File: src/rtl/turn_signal_conditioner.sv
// Turn-signal front end: synchronises and debounces the lever/hazard switches,
// resolves them into left/right requests and paces updates on a periodic step strobe.
module turn_signal_conditioner #(
   parameter int DEB_CYCLES = 16,
   parameter int TICK_DIV   = 8
) (
   input  logic clk,
   input  logic reset,
   input  logic sw_left,
   input  logic sw_right,
   input  logic sw_hazard,
   output logic a,
   output logic b,
   output logic step_en
);

   localparam int DW = $clog2(DEB_CYCLES);
   localparam int TW = $clog2(TICK_DIV);

   logic [2:0] raw;
   logic [2:0] deb;
   logic       a_next;
   logic       b_next;
   logic [TW-1:0] tick_reg;
   logic       wrap;

   // Channel order: 0 = left, 1 = right, 2 = hazard
   assign raw = {sw_hazard, sw_right, sw_left};

   generate
      for (genvar gi = 0; gi < 3; gi++) begin : g_chan
         logic          s1_reg;
         logic          s2_reg;
         logic          deb_reg;
         logic [DW-1:0] cnt_reg;

         always_ff @(posedge clk or posedge reset) begin
            if (reset) begin
               s1_reg  <= 1'b0;
               s2_reg  <= 1'b0;
               deb_reg <= 1'b0;
               cnt_reg <= '0;
            end else begin
               s1_reg <= raw[gi];
               s2_reg <= s1_reg;
               if (s2_reg == deb_reg) begin
                  cnt_reg <= '0;
               end else if (cnt_reg == DW'(DEB_CYCLES - 1)) begin
                  deb_reg <= s2_reg;
                  cnt_reg <= '0;
               end else begin
                  cnt_reg <= cnt_reg + 1'b1;
               end
            end
         end

         assign deb[gi] = deb_reg;
      end
   endgenerate

   // Both levers at once is treated as a conflict and shows nothing, never hazard
   always_comb begin
      a_next = 1'b0;
      b_next = 1'b0;
      if (deb[2]) begin
         a_next = 1'b1;
         b_next = 1'b1;
      end else if (deb[0] && !deb[1]) begin
         a_next = 1'b1;
      end else if (deb[1] && !deb[0]) begin
         b_next = 1'b1;
      end
   end

   assign wrap = (tick_reg == TW'(TICK_DIV - 1));

   always_ff @(posedge clk or posedge reset) begin
      if (reset) begin
         tick_reg <= '0;
         step_en  <= 1'b0;
         a        <= 1'b0;
         b        <= 1'b0;
      end else begin
         tick_reg <= wrap ? '0 : tick_reg + 1'b1;
         step_en  <= wrap;
         if (wrap) begin
            a <= a_next;
            b <= b_next;
         end
      end
   end

endmodule

File: config.mk
export PLATFORM = sky130hd
export DESIGN_NAME = turn_signal_conditioner
export DESIGN_NICKNAME = d
export VERILOG_FILES = /design/src/rtl/turn_signal_conditioner.sv
export SDC_FILE = /design/constraint.sdc
export NUM_CORES = 1
export LEC_CHECK = 0
export ABC_AREA = 1
export BUFFER_PORTS_ARGS = -buffer_cell sky130_fd_sc_hd__buf_2
export CORE_MARGIN = 1
export CORE_UTILIZATION = 24
export CTS_BUF_LIST = sky130_fd_sc_hd__clkbuf_2
export CTS_CLUSTER_DIAMETER = 80
export DETAILED_ROUTE_END_ITERATION = 6
export PLACE_DENSITY = 0.4
export SETUP_SLACK_MARGIN = 0.4
export SLEW_MARGIN = 20
export SYNTH_ARGS = -nofsm -noshare
export SYNTH_HDL_FRONTEND = slang
export SYNTH_SLANG_ARGS = --single-unit
File: constraint.sdc
create_clock -name clk -period 1.55 [get_ports clk]
set_clock_uncertainty 0.05 [all_clocks]
set_input_delay 0.155 -clock clk [delete_from_list [all_inputs] [get_ports clk]]
set_output_delay 0.155 -clock clk [all_outputs]
set_load 0.01 [all_outputs]
==> PnR_summary.wiki, run 1 <==
{| class="wikitable"
! Metric !! Value
|-
| DRC || 0
|-
| Placer's final routability congestion estimate || 0.711
|-
| Endpoint kind of the worst setup timing path || output pin
|-
| Worst Path Arrival || 0.93 ns
|-
| Worst reg2reg setup slack || 0.43 ns
|-
| Global-route wire length before repair || 3080 um
|-
| Combined area of all synthesized cells || 1090 um^2
|-
| Chip height || 69.3 um
|-
| Largest net degree at the start of global routing || 28
|-
| # clock sinks || 27
|-
| IO Count || 8
|-
| Fraction of final layout cells sized beyond drive strength 1 || 0.295
|-
| Share of Yosys cell area claimed by the top area cell type || 0.622
|-
| Clock tree from TritonCTS || yes
|-
| Kind of critical path || reg -> out
|-
| Setup violations, final || 0
|-
| Synth warnings || 0
|-
| Average cell area after synthesis || 10.6 um^2
|-
| Maximum achievable frequency || 0.881 GHz
|-
| Crit path largest cell delay || 0.44 ns
|-
| Largest register FFs || 12
|-
| Final std cell area, no fill || 1320 um^2
|-
| Post-route clock period utilization || 0.733
|-
| DRT iter0 DRCs || 23
|-
| Row count || 24
|-
| Clock latency reported for the late side of the worst-skew pair || 0.35 ns
|-
| Number of max-cap violations || 0
|-
| Antenna diode instance count || 0
|-
| Kind of cell with the highest combined delay on the critical path || flip-flops
|-
| Sum of routed wire length over all layers || 1700 um
|-
| Biggest area consumer among synthesized cells || dfrtp_1
|-
| Maximum level of the CTS H-tree || 1
|-
| Residual antenna-violating net count after detailed routing || 0
|-
| Total die area || 4800 um^2
|-
| IR drop worst, VDD || 317 uV
|-
| Type of the worst min-delay path || in -> async
|-
| Transition at the pin with the smallest max-transition slack || 0.349 ns
|-
| Max-slew headroom at the worst pin || 0.768
|-
| Startpoint of the lowest-slack register-to-register path || tick_reg[0]
|-
| Die width || 69.3 um
|-
| Most instantiated library cell after synthesis || dfrtp_1
|-
| Area of the placeable core || 4350 um^2
|-
| CTS max path bufs || 2
|-
| Critical path peak fanout || 2
|-
| Sort of element at the start of the critical path || register
|-
| Synthesized Nets || 112
|-
| Synth cell count leaders || 27 x dfrtp_1, 17 x nand2_1, 13 x nor2_1
|-
| Final max-slew violation count || 0
|-
| Number of detailed-route iterations in the first pass || 4
|-
| Clock period minus worst slack || 1.14 ns
|-
| Seq cells post-synth || 27
|-
| IO buf count || 7
|-
| Result of the run || complete, no violations
|-
| FFs w/ async S/R, synth || 1.00
|-
| Overall Global Routing Usage || 0.0804
|-
| Post-Syn Instances || 102
|-
| Main area contributors after synthesis || dfrtp_1 62%, nand2_1 5.9%, ha_1 5.8%
|-
| Area overhead of the layout relative to synthesis || 21.1%
|-
| Number of nets in the layout || 133
|-
| Detail-routed via count per cell || 3.95
|-
| Wire length per cell || 9.75 um
|-
| End of the worst register-to-register path || b
|-
| Leakage || 0.641 nW
|-
| Slowest library cell on the worst path || dfrtp_1
|-
| Worst path buffer plus inverter count || 1
|-
| Sequence of cells on the critical path || buf_2
|-
| P per Cell Area || 838 nW/um^2
|-
| Number of antenna violations at the first check in global routing || 0
|-
| Num CTS Buffers || 3
|-
| Vias after detailed routing || 688
|-
| Part of the Yosys area used for sequential elements || 0.622
|-
| Depth of the worst register-to-register path || 5
|-
| Setup repair after global routing missed its margin || yes
|-
| Count of endpoints failing hold in the final timing report || 0
|-
| Count of flip-flops with a built-in enable after synthesis || 0
|-
| Cell area after placement || 1190 um^2
|-
| Critical Path RT || 1.34 ns
|-
| Count of different cell masters after synthesis || 14
|-
| Main synth FF type || dfrtp_1
|-
| Total Neg Setup Slack || 0 ns
|-
| Clock edge transition at the registers on the reported setup and hold paths || 0.25 ns
|-
| Number of global-route vias before repair || 724
|-
| Initial Util || 0.249
|-
| Leftover overflow at the end of global routing || 0
|-
| Cell chosen for the clock root || clkbuf_2
|-
| HPWL reported at the end of detailed placement || 1160 um
|}
## cells in the final DEF, fill, tap and decap left out
master	netlist	routed
dfrtp_1	27	27
nand2_1	17	17
nor2_1	13	12
inv_1	12	11
buf_2	0	7
nand3_2	6	6
buf_4	0	5
dlygate4sd3_1	0	4
nand2_2	3	3
xnor2_1	3	3
nand4_1	3	3
nand3_1	3	3
nor2_2	3	3
o21ai_1	3	3
clkbuf_2	0	3
inv_2	2	2
ha_2	0	2
ha_1	5	2
inv_4	0	1
nor2_4	0	1
a21oi_2	0	1
a21oi_1	2	1
ha_4	0	1
clkinv_2	0	1
## through the flow
stage | instances | util | worst slack (ns) | hold WS, ns | power, mW
floorplan | 102 | - | 0.463 | 0.136 | 0.817
global placement | 162 | 0.274 | 0.442 | 0.189 | 0.838
detailed placement | 162 | 0.274 | 0.367 | 0.192 | 0.841
CTS | 171 | 0.293 | 0.359 | 0.288 | 1.13
global route | 174 | 0.302 | 0.328 | 0.315 | 1.17
finish | 174 | 0.302 | 0.414 | 0.315 | 1.10
## what timing repair did
item	in CTS	in global routing
hold buffers	4	0
endpoints found under the hold margin	30	0
pin swaps	0	3
buffers inserted	1	3
endpoints found under the setup margin	5	8
resized for setup	3	6
## routing by layer
| metal | GRT usage | share of wire | vias to the layer above |
|---|---|---|---|
| met2 | 0.135 | 0.46 | 6 |
| met1 | 0.0967 | 0.51 | 321 |
| met4 | 0.0476 | 0.010 | 0 |
| met5 | 0 | 0 | - |
| met3 | 0.0131 | 0.019 | 2 |
| li1 | - | - | 359 |
## worst max path at each step
stage	slack, ns	cells past startpoint	endpoint	startpoint
after global placement	0.44	5	b	tick_reg[0]
after detailed placement	0.37	5	b	tick_reg[0]
after floorplan	0.46	5	a	tick_reg[0]
after CTS	0.36	1	b	b
final	0.41	1	a	a
after global routing	0.33	1	a	a
## kinds of logic (layout without fill, tap and decap cells)
kind of cell / count (synthesis) / in the layout / share of synthesized area
xor+xnor: 3 / 3 / 0.0242
simple gates: 48 / 48 / 0.225
compound gates: 5 / 5 / 0.0230
fa+ha+maj: 5 / 5 / 0.0576
buf+inv: 14 / 34 / 0.0484
flops: 27 / 27 / 0.622
## report_power, final
group | switching (mW) | leakage, nW | internal (mW)
registers | 0.0228 | 0.352 | 0.733
clock network | 0.206 | 0.0164 | 0.0585
logic | 0.0441 | 0.273 | 0.0379
total | 0.273 | 0.641 | 0.829
## final cells by class
class                           count  area (um^2)
Inverter                           14         55.1
Tap cell                           52         65.1
Sequential cell                    27          676
Timing Repair Buffer               16          113
Fill cell                         434         3040
Multi-Input combinational cell     61          387
Clock inverter                      1         5.00
Clock buffer                        3         15.0
Power figures use the tool's default switching activity.
==> run 2, diff against run 1 <==
--- a/config.mk
+++ b/config.mk
@@ -5,7 +5,7 @@
 export SDC_FILE = /design/constraint.sdc
 export NUM_CORES = 1
 export LEC_CHECK = 0
-export ABC_AREA = 1
+export ABC_AREA = 0
 export BUFFER_PORTS_ARGS = -buffer_cell sky130_fd_sc_hd__buf_2
 export CORE_MARGIN = 1
 export CORE_UTILIZATION = 24
==> constraint.sdc (replaced) <==
create_clock -name clk -period 1.2 [get_ports clk]
set_clock_uncertainty 0.05 [all_clocks]
set_input_delay 0.12 -clock clk [delete_from_list [all_inputs] [get_ports clk]]
set_output_delay 0.12 -clock clk [all_outputs]
set_load 0.01 [all_outputs]
==> run 2 against run 1 <==
Area after synthesis fell by 5.6%; synthesized cell count fell by 24%; die area fell by 5.5%; wire length rose by 3.2%; total power rose by 37%; non-clock buffer count rose by 6; worst hold slack got worse by 0.046 ns; sequential power rose by 31%; flip-flop and latch count did not move; clock-buffer cell count rose by 1; clock power rose by 29%; largest cell class unchanged.
==> PnR_summary.wiki, run 2 <==
{| class="wikitable"
! Metric !! Value
|-
| Detail-routed via count per cell || 4.25
|-
| Average cell area after synthesis || 13.1 um^2
|-
| Placer's final routability congestion estimate || 0.660
|-
| Count of different cell masters after synthesis || 13
|-
| Sequence of cells on the critical path || ha_4 -> nand3_2 -> mux2_4
|-
| Kind of cell with the highest combined delay on the critical path || flip-flops
|-
| Part of the Yosys area used for sequential elements || 0.659
|-
| Critical Path RT || 1.42 ns
|-
| Transition at the pin with the smallest max-transition slack || 0.338 ns
|-
| Largest family of logic cells by synthesized area || simple AND/OR/NAND/NOR gates
|-
| Worst path buffer plus inverter count || 0
|-
| Largest net degree at the start of global routing || 28
|-
| Total die area || 4540 um^2
|-
| FFs w/ async S/R, synth || 1.00
|-
| Post-Syn Instances || 78
|-
| HPWL reported at the end of detailed placement || 1050 um
|-
| Setup repair after global routing missed its margin || yes
|-
| Residual antenna-violating net count after detailed routing || 0
|-
| Leftover overflow at the end of global routing || 0
|-
| Simple logic cell fraction of the synthesized area || 0.0952
|-
| Sum of routed wire length over all layers || 1750 um
|-
| Initial Util || 0.253
|-
| Main synth FF type || dfrtp_1
|-
| Clock latency reported for the late side of the worst-skew pair || 0.35 ns
|-
| Share of the synthesized netlist area taken by xor and xnor gates || 0.0513
|-
| Crit path largest cell delay || 0.47 ns
|-
| Area overhead of the layout relative to synthesis || 44.2%
|-
| Count of endpoints failing hold in the final timing report || 0
|-
| Type of the worst min-delay path || in -> async
|-
| Area of the placeable core || 4060 um^2
|-
| CTS max path bufs || 2
|-
| Result of the run || complete, no violations
|-
| Seq cells post-synth || 27
|-
| Post-Layout Cell Count || 154
|-
| Post-synthesis compound-gate area fraction || 0.0781
|-
| Adder-cell area share of the yosys netlist || 0.0611
|-
| IR drop worst, VDD || 603 uV
|-
| Number of antenna violations at the first check in global routing || 0
|-
| Max-slew headroom at the worst pin || 0.775
|-
| Antenna diode instance count || 0
|-
| Synth warnings || 0
|-
| Global-route wire length before repair || 3130 um
|-
| Worst Path Arrival || 1.36 ns
|-
| Synth cell count leaders || 27 x dfrtp_1, 10 x a21oi_1, 6 x inv_1, 6 x nor2_1, 6 x xnor2_1
|-
| Wire length per cell || 11.4 um
|-
| # clock sinks || 27
|-
| Sort of element at the start of the critical path || register
|-
| Critical path peak fanout || 3
|-
| Final setup margin || 0.0591 ns
|-
| IO buf count || 7
|-
| Maximum achievable frequency || 0.876 GHz
|-
| Leakage || 0.623 nW
|-
| Mux contribution to synthesized area || 0.0330
|-
| IO Count || 8
|-
| Most instantiated library cell after synthesis || dfrtp_1
|-
| Clock edge transition at the registers on the reported setup and hold paths || 0.23 ns
|-
| Number of max-cap violations || 0
|-
| Post-route clock period utilization || 0.951
|-
| Kind of critical path || reg -> reg
|-
| DRC || 0
|-
| Dpl cells || 139
|-
| DRT iter0 DRCs || 24
|-
| Num CTS Buffers || 3
|-
| Biggest area consumer among synthesized cells || dfrtp_1
|-
| Chip height || 67.3 um
|-
| GR Layer Usage met1 || 0.0992
|-
| Fraction of final layout cells sized beyond drive strength 1 || 0.471
|-
| Setup violations, final || 0
|-
| Overall Global Routing Usage || 0.0955
|-
| Final max-slew violation count || 0
|-
| Total Neg Setup Slack || 0 ns
|-
| Endpoint kind of the worst setup timing path || register
|-
| Largest register FFs || 12
|-
| Gr busiest metal || met2
|-
| Maximum level of the CTS H-tree || 1
|-
| Clock period minus worst slack || 1.14 ns
|-
| Count of flip-flops with a built-in enable after synthesis || 0
|-
| Row count || 23
|-
| Total of fill cells in the finished design || 384
|-
| P per Cell Area || 1020 nW/um^2
|-
| Cell chosen for the clock root || clkbuf_2
|-
| Most used cells in the layout excluding fill and tap cells || 25 x dfrtp_1, 9 x buf_4, 7 x a21oi_1, 7 x buf_2, 6 x inv_1
|-
| Slowest library cell on the worst path || dfrtp_1
|-
| Combined area of all synthesized cells || 1020 um^2
|-
| M2 GR Usage || 0.170
|-
| Die width || 67.3 um
|-
| Vias after detailed routing || 654
|-
| Main area contributors after synthesis || dfrtp_1 66%, ha_1 6.1%, xnor2_1 5.1%
|-
| Number of nets in the layout || 115
|-
| Synthesized Nets || 88
|-
| Number of detailed-route iterations in the first pass || 4
|-
| Leading cell type in the layout, fill and taps excluded || dfrtp_1
|-
| Number of global-route vias before repair || 730
|-
| Met3 Track Usage GR || 0.0372
|-
| Power Total || 1.51 mW
|-
| Share of Yosys cell area claimed by the top area cell type || 0.659
|-
| Clock tree from TritonCTS || yes
|-
| Worst Setup Slack post-DPL || 0.0630 ns
|}
==> run 2: cell count changes in the layout (fill, tap and decap cells not counted), sizes merged, moves of 6 or more <==
cell | before | now
inv | 14 | 6
nand3 | 9 | 3
buf | 12 | 18
nor2 | 16 | 6
nand2 | 20 | 0
a21oi | 2 | 10
==> run 2: cells by family (layout without fill, tap and decap cells) <==
logic type	count (synthesis)	in the layout
DFF	27	27
and+or+nand+nor	17	17
AOI/OAI and AO/OA	14	14
xor gates and xnor gates	6	6
buffers and inverters	6	32
adders and majority gates	5	5
muxes	3	3
==> run 2: final timing paths <==
check                      slack (ns)                 start  cells after the start                   end
hold / removal                   0.27                 reset                      4  g_chan[1].cnt_reg[1]
max in group asynchronous        0.56                 reset                      4     g_chan[2].deb_reg
min in group clk                 0.33      g_chan[2].s1_reg                      0      g_chan[2].s2_reg
setup / recovery                 0.06  g_chan[1].cnt_reg[1]                      3     g_chan[1].deb_reg
setup reg to reg                 0.06  g_chan[1].cnt_reg[1]                      3     g_chan[1].deb_reg
hold reg to reg                  0.33      g_chan[2].s1_reg                      0      g_chan[2].s2_reg
==> run 2: worst reg2reg max path: cells and delay by family (launching register included) <==
family / cells / cell delay, ns
adder cells (fa/ha/maj): 1 / 0.19
flip-flops: 1 / 0.47
multiplexers: 1 / 0.29
AND/OR/NAND/NOR: 1 / 0.06
==> run 2: routing by layer <==
| metal | vias up | part of all wire |
|---|---|---|
| li1 | 317 | - |
| met2 | 13 | 0.51 |
| met3 | 2 | 0.045 |
| met4 | 0 | 0.014 |
| met5 | - | 0 |
| met1 | 322 | 0.43 |
==> run 2: area by class of cell <==
| type | count | area [um^2] | area share |
|---|---|---|---|
| sequential | 27 | 678 | 0.459 |
| multi-input combinational | 45 | 529 | 0.358 |
| timing repair buffer | 22 | 165 | 0.112 |
| tap | 50 | 62.6 | 0.0423 |
| inverter | 6 | 22.5 | 0.0152 |
| clock buffer | 4 | 20.0 | 0.0135 |
==> run 2: repair_timing <==
action,4_1_cts,5_1_grt
gates resized for setup,13,12
hold buffers,4,0
pin swaps,6,10
setup endpoints to repair,24,24
hold endpoints to repair,30,0
gates cloned,0,0
buffers inserted,5,2
==> run 2: power breakdown <==
| part | total, mW | internal [mW] | switching (mW) |
|---|---|---|---|
| Sequential | 0.988 | 0.946 | 0.0418 |
| Clock | 0.341 | 0.0880 | 0.253 |
| Combinational | 0.178 | 0.106 | 0.0729 |
==> run 2: per-stage QoR <==
| step | util | instance area [um^2] | hold WS [ns] |
|---|---|---|---|
| 2_1_floorplan | - | 1090 | 0.101 |
| 3_3_place_gp | 0.300 | 1220 | 0.152 |
| 3_5_place_dp | 0.300 | 1220 | 0.155 |
| 4_1_cts | 0.345 | 1400 | 0.271 |
| 5_1_grt | 0.364 | 1480 | 0.280 |
| 6_report | 0.364 | 1480 | 0.268 |
